===== src/rtl/bp_pkg.sv =====
// Shared types and constants for the E-stage branch resolver.
package bp_pkg;

  // Bit 3 marks the branch-likely variant; bits 2:0 select the compare.
  typedef enum logic [3:0] {
    BR_EQ    = 4'h0,
    BR_NE    = 4'h1,
    BR_LEZ   = 4'h2,
    BR_GTZ   = 4'h3,
    BR_LTZ   = 4'h4,
    BR_GEZ   = 4'h5,
    BR_EQ_L  = 4'h8,
    BR_NE_L  = 4'h9,
    BR_LEZ_L = 4'hA,
    BR_GTZ_L = 4'hB,
    BR_LTZ_L = 4'hC,
    BR_GEZ_L = 4'hD
  } br_type_t;

  typedef enum logic [1:0] {
    ST_IDLE     = 2'd0,
    ST_WAIT_DS  = 2'd1,
    ST_REDIRECT = 2'd2
  } resolve_state_t;

  // Fall-through PC of a branch skips its delay slot.
  localparam logic [31:0] DS_OFFSET = 32'd8;

  // Taken target: slot PC + 4 + sign-extended word offset, wrapping mod 2^32.
  function automatic logic [31:0] br_target(input logic [31:0] pc, input logic [15:0] imm);
    return pc + 32'd4 + {{14{imm[15]}}, imm, 2'b00};
  endfunction

endpackage


===== src/rtl/br_cmp.sv =====
// Per-slot branch condition evaluator: operands and branch type to take/likely.
module br_cmp
  import bp_pkg::*;
#(
  parameter int TYPE_W = 4
) (
  input  logic [31:0]       a_i,
  input  logic [31:0]       b_i,
  input  logic [TYPE_W-1:0] type_i,
  output logic              take_o,
  output logic              likely_o
);

  logic signed [31:0] a_s;
  br_type_t           base;

  assign a_s      = a_i;
  assign base     = br_type_t'({1'b0, type_i[2:0]});
  assign likely_o = type_i[3] & (type_i[2:0] <= 3'd5);

  // Evaluate the compare selected by the base type; unknown codes never take.
  always_comb begin
    take_o = 1'b0;
    case (base)
      BR_EQ:   take_o = (a_i == b_i);
      BR_NE:   take_o = (a_i != b_i);
      BR_LEZ:  take_o = (a_s <= 32'sd0);
      BR_GTZ:  take_o = (a_s >  32'sd0);
      BR_LTZ:  take_o = a_i[31];
      BR_GEZ:  take_o = ~a_i[31];
      default: take_o = 1'b0;
    endcase
  end

endmodule


===== src/rtl/branch_resolve_e.sv =====
// E-stage branch resolver: evaluates one branch per cycle, reports outcome,
// flushes and redirects fetch on mispredict, honours the delay slot.
module branch_resolve_e
  import bp_pkg::*;
#(
  parameter int CNT_W  = 32,
  parameter int TYPE_W = 4
) (
  input  logic              clk,
  input  logic              rst,
  input  logic              stall_e,
  input  logic              branch1E,
  input  logic              branch2E,
  input  logic              pred_take1E,
  input  logic              pred_take2E,
  input  logic [TYPE_W-1:0] br_type1E,
  input  logic [TYPE_W-1:0] br_type2E,
  input  logic [31:0]       rs1E,
  input  logic [31:0]       rt1E,
  input  logic [31:0]       rs2E,
  input  logic [31:0]       rt2E,
  input  logic [15:0]       imm1E,
  input  logic [15:0]       imm2E,
  input  logic [31:0]       pcE,
  input  logic [31:0]       PcPlus4E,
  input  logic              ds_validE,
  input  logic              redirect_ready,
  output logic              actual_take1E,
  output logic              actual_take2E,
  output logic              redirect_valid,
  output logic [31:0]       redirect_pc,
  output logic              flush_front,
  output logic              kill_slaveE,
  output logic              nullify_ds,
  output logic              stall_req,
  output logic [CNT_W-1:0]  mispred_cnt
);

  resolve_state_t   state_q;
  logic [31:0]      redirect_pc_q, redirect_pc_d;
  logic [CNT_W-1:0] cnt_q;
  logic             lnt_q;        // pending redirect came from likely-not-taken
  logic             nul_pend_q;   // correctly predicted slave likely-not-taken awaits its delay slot
  logic             redirect_valid_q, stall_req_q;

  logic take1, likely1, take2, likely2;
  logic sel_pred, sel_take, sel_likely, evaluate, mispred, lnt, ds_arrive;
  logic [31:0] sel_pc;
  logic [15:0] sel_imm;

  function automatic logic [CNT_W-1:0] sat_inc(input logic [CNT_W-1:0] v);
    return (&v) ? v : v + {{(CNT_W-1){1'b0}}, 1'b1};
  endfunction

  br_cmp #(.TYPE_W(TYPE_W)) u_cmp1 (
    .a_i(rs1E), .b_i(rt1E), .type_i(br_type1E), .take_o(take1), .likely_o(likely1)
  );

  br_cmp #(.TYPE_W(TYPE_W)) u_cmp2 (
    .a_i(rs2E), .b_i(rt2E), .type_i(br_type2E), .take_o(take2), .likely_o(likely2)
  );

  // Select the evaluated slot (master wins) and derive mispredict and pulse outputs.
  always_comb begin
    sel_pred      = branch1E ? pred_take1E : pred_take2E;
    sel_take      = branch1E ? take1       : take2;
    sel_likely    = branch1E ? likely1     : likely2;
    sel_pc        = branch1E ? pcE         : PcPlus4E;
    sel_imm       = branch1E ? imm1E       : imm2E;
    evaluate      = rst & (state_q == ST_IDLE) & ~stall_e & (branch1E | branch2E);
    mispred       = evaluate & (sel_pred ^ sel_take);
    lnt           = sel_likely & ~sel_take;
    ds_arrive     = ds_validE & ~stall_e;
    redirect_pc_d = sel_take ? br_target(sel_pc, sel_imm) : sel_pc + DS_OFFSET;
    actual_take1E = rst & branch1E & take1;
    actual_take2E = rst & branch2E & take2;
    flush_front   = (mispred & branch1E) | ((state_q == ST_WAIT_DS) & ds_arrive);
    kill_slaveE   = (state_q == ST_WAIT_DS) & ds_arrive;
    nullify_ds    = (evaluate & branch1E & lnt)
                  | ((state_q == ST_WAIT_DS) & ds_arrive & lnt_q)
                  | ((state_q == ST_IDLE) & nul_pend_q & ds_arrive);
  end

  // Resolver FSM with latched redirect target, registered handshake outputs and counter.
  always_ff @(posedge clk or negedge rst) begin
    if (!rst) begin
      state_q          <= ST_IDLE;
      redirect_pc_q    <= '0;
      cnt_q            <= '0;
      lnt_q            <= 1'b0;
      nul_pend_q       <= 1'b0;
      redirect_valid_q <= 1'b0;
      stall_req_q      <= 1'b0;
    end else begin
      case (state_q)
        ST_IDLE: begin
          if (ds_arrive) nul_pend_q <= 1'b0;
          if (mispred) begin
            cnt_q         <= sat_inc(cnt_q);
            redirect_pc_q <= redirect_pc_d;
            lnt_q         <= lnt & ~branch1E;
            if (branch1E) begin
              state_q          <= ST_REDIRECT;
              redirect_valid_q <= 1'b1;
              stall_req_q      <= 1'b1;
            end else begin
              state_q <= ST_WAIT_DS;
            end
          end else if (evaluate & ~branch1E & lnt) begin
            nul_pend_q <= 1'b1;
          end
        end
        ST_WAIT_DS: begin
          if (ds_arrive) begin
            state_q          <= ST_REDIRECT;
            redirect_valid_q <= 1'b1;
            stall_req_q      <= 1'b1;
            lnt_q            <= 1'b0;
          end
        end
        ST_REDIRECT: begin
          if (redirect_ready) begin
            state_q          <= ST_IDLE;
            redirect_valid_q <= 1'b0;
            stall_req_q      <= 1'b0;
          end
        end
        default: state_q <= ST_IDLE;
      endcase
    end
  end

  // Both slots holding a branch in one bundle is never issued.
  assert property (@(posedge clk) disable iff (!rst) !(branch1E && branch2E));

  assign redirect_valid = redirect_valid_q;
  assign redirect_pc    = redirect_pc_q;
  assign stall_req      = stall_req_q;
  assign mispred_cnt    = cnt_q;

endmodule

===== config.mk =====
export PLATFORM = sky130hd
export DESIGN_NAME = branch_resolve_e
export DESIGN_NICKNAME = d
export VERILOG_FILES = /design/src/rtl/bp_pkg.sv /design/src/rtl/br_cmp.sv /design/src/rtl/branch_resolve_e.sv
export SDC_FILE = /design/constraint.sdc
export NUM_CORES = 1
export LEC_CHECK = 0
export ABC_CLOCK_PERIOD_IN_PS = 3500
export CAP_MARGIN = 40
export CORE_AREA = 3 3 122 124
export DETAILED_ROUTE_END_ITERATION = 12
export DIE_AREA = 0 0 125 127
export DONT_BUFFER_PORTS = 1
export GPL_ROUTABILITY_DRIVEN = 0
export PLACE_DENSITY = 0.76
export RECOVER_POWER = 50
export SETUP_SLACK_MARGIN = 0.02
export SLEW_MARGIN = 20
export SYNTH_ARGS = -nofsm -noshare
export SYNTH_HDL_FRONTEND = slang
export SYNTH_SLANG_ARGS = --single-unit

===== constraint.sdc =====
create_clock -name clk -period 3.5 [get_ports clk]
set_clock_uncertainty 0.2 [all_clocks]
set_input_delay 0.7 -clock clk [delete_from_list [all_inputs] [get_ports clk]]
set_output_delay 0.7 -clock clk [all_outputs]
set_load 0.05 [all_outputs]

==> impl_metrics.toml <==
[die]
num_rows = 43
initial_core_util = 0.511
die_h_um = 127
core-area_sq_um = 13900
die_w_um = 125
dieArea_sq_um = 15900
io_pins = 312

[logic_synthesis]
ys_seq_area_frac = 0.243
netlist.area_leader.share = 0.243
syn_area_per_cell_sq_um = 8.49
synthFlopType = "dfrtp_1"
synth_nets = 1137
ys_types = 68
synth.largest_area_cell = "dfrtp_1"
synth_edf_count = 0
ys_seq_elements = 69
async_reset_ff_frac = 1.00
syn-cell-area_sq_um = 7100
synth_area_leaders = "dfrtp_1, ha_1, xnor2_1"
yosysWarnings = 0
syn_inst = 836

[clock_tree]
tritoncts = "yes"
clk_path_buf_depth = 2
cts_root_buffer = "clkbuf_16"
clk_transition_reported_paths_ns = 0.06
cts_buffers = 9
cts.sinks = 69
htree_levels = 3
clock_latency_ns = 0.34

[place]
io_buffers = 0
placed_cell_area_sq_um = 8350
dp_hpwl_mm = 18.4

[min_path]
hold_path.class = "reg -> reg"

[route]
drt_iter0_markers = 268
vias = 6770
drcViolationCount = 0
postRouteAntennaNets = 0
first_pass_iters = 4
wire_per_inst_um = 20.7
routed_wirelength_mm = 23.3
viasPerCell = 6.00

[grt]
grt_usage = 0.274
antenna_found_initial = 0
grt_pass1_wl_mm = 35.1
grt_overflow = 0
grt_pass1_vias = 6821
grt_max_degree = 70

[sta]
worst_slew_margin_rel = -0.224
slew_viol_final = 70
setup_viol = 10
max_freq_mhz = 273
rsz0062_at_grt = "true"
hold_viol = 0
holdWs_ns = 0.307
finalCriticalPeriod_ns = 3.66
timing.final.ws_setup_ns = -0.162
tightest_slew_ns = 1.84
finalCritPeriodShare = 1.05

[worst_setup_path]
crit_path_end_kind = "flop"
critPathSlowestCell = "fa_2"
critPathMaxStageDelay_ns = 0.37
critPathTopFamily = "compound AO/OA/AOI/OAI gates"
path_common_cell = "ha_4"
startpoint_type = "primary input"
crit_chain = "mux2_4 -> ha_4 -> ha_4 -> fa_2 -> a211oi_4 -> o21ai_2 -> a311o_1 -> a21oi_2 -> buf_4 -> o21ai_4 -> a31o_4 -> a31oi_2 -> xnor2_1 -> nand2_1 -> o211ai_1 -> o21a_1"
cp.arrival_ns = 3.74
cp_max_fo = 68
required_ns = 3.58
cp.buffers_inverters = 1
path_class = "in -> reg"

[final_layout]
drive_gt1_frac = 0.223
fin_nets = 1245
syn_to_final_growth_pct = 25.3
fin_util = 0.641
diodes = 0
post-route-cell-area_sq_um = 8890

[outcome]
violations = "max-capacitance violations, max-slew violations, negative setup slack"
status = "finished with violations"

[pwr]
power.total_uw = 4550
powerDensity_nw_per_um2 = 511
p_leak_uw = 0.00386
ir_drop_mv = 0.374

[run]
maxCapViolCount = 1
## sequential cells by signal, indices dropped and copies added, names as in the netlist
register     flops
lnt_q            1
mispred_cnt     32
nul_pend_q       1
redirect_pc     32
stall_req        1
state_q          2
## stage by stage
stage | TNS [ns] | cells | worst slack [ns]
3_3_place_gp | -5.94 | 1103 | -0.557
6_report | -0.759 | 1129 | -0.162
2_1_floorplan | -15.32 | 836 | -1.13
3_5_place_dp | -8.36 | 1104 | -0.616
5_1_grt | -3.30 | 1129 | -0.321
4_1_cts | -0.460 | 1125 | -0.152
## cells in the mapped netlist (3+ instances only)
library cell and count:
a211oi_1 3, a21o_1 14, a21oi_1 72, a31oi_1 4
and3_1 13, buf_2 9, buf_4 6, clkbuf_1 4
dfrtp_1 69, ha_1 59, inv_1 33, mux2_2 28
mux2i_1 31, nand2_1 62, nand3_1 24, nand3b_1 3
nand4_1 23, nor2_1 91, nor2b_1 9, nor3_1 13
nor3b_1 3, nor4_1 27, o211ai_1 4, o21a_1 3
o21ai_0 20, o21bai_1 5, o31ai_1 3, or2_2 6
or3_1 3, xnor2_1 81, xor2_1 65
## cells in the final DEF, fill, tap and decap left out, types with 5 or more instances in the layout
cell type  instances
o21ai_0           12
o21bai_1           5
nand3_1           24
mux2_4             5
xnor2_1           81
clkbuf_1          21
or2_2              5
nor3_1            13
a21o_1            14
ha_4              20
buf_4             91
a21oi_2            7
ha_1              38
clkbuf_16          9
mux2_2            23
o21ai_1            7
mux2i_1           27
xor2_1            64
nor2_1            91
nor4_1            24
dfrtp_1           69
nand2_1           62
inv_1             32
nor2b_1            9
a21oi_1           66
and3_1            12
nand4_1           23
## layout make-up
type	count	area, sq um
Sequential cell	69	1730
Fill cell	1162	4990
Inverter	33	124
Clock inverter	7	104
Clock buffer	9	225
Timing Repair Buffer	120	885
Multi-Input combinational cell	711	5600
Tap cell	180	225
## path summary, 6_finish.rpt
path | start | cells past startpoint | slack [ns] | endpoint
min | nul_pend_q | 2 | 0.31 | nul_pend_q
max in group asynchronous | rst | 1 | 1.34 | redirect_pc[22]
max | branch1E | 16 | -0.16 | redirect_pc[31]
max reg2reg | mispred_cnt[10] | 11 | 0.14 | mispred_cnt[7]
min reg2reg | nul_pend_q | 2 | 0.31 | nul_pend_q
min in group asynchronous | rst | 1 | 0.65 | redirect_pc[14]
## metal layers
layer	GRT usage	up-vias	part of all wire
met5	0	-	0
met3	0.0510	58	0.064
met4	0.132	0	0.049
met2	0.496	295	0.51
li1	-	3206	-
met1	0.312	3211	0.38
## cells by family after synthesis
logic type               Yosys count  synth area share
XOR/XNOR                         146             0.180
adder cells (fa/ha/maj)           60             0.107
flip-flops                        69             0.243
buffers and inverters             56            0.0365
AO/OA/AOI/OAI                    155             0.140
AND/OR/NAND/NOR                  290             0.203
multiplexers                      60            0.0901
## worst reg2reg max path, delay by kind of cell (launching register included)
| kind | cells | cell delay (ns) |
|---|---|---|
| XOR/XNOR | 1 | 0.14 |
| buffers and inverters | 3 | 0.97 |
| flip-flops | 1 | 0.34 |
| AND/OR/NAND/NOR | 7 | 1.57 |
## power breakdown
| part | switching, uW | total (uW) | internal (uW) |
|---|---|---|---|
| Sequential | 837 | 1820 | 987 |
| Clock | 397 | 1030 | 636 |
| Combinational | 863 | 1690 | 824 |
| Total | 2100 | 4550 | 2450 |
## repair_timing
action / 4_1_cts / 5_1_grt
setup buffers: 4 / 4
pin swaps: 18 / 16
hold buffers: 1 / 0
endpoints found under the hold margin: 69 / 0
endpoints found under the setup margin: 14 / 25
gates resized for setup: 11 / 34
(Power assumes the default switching activity.)
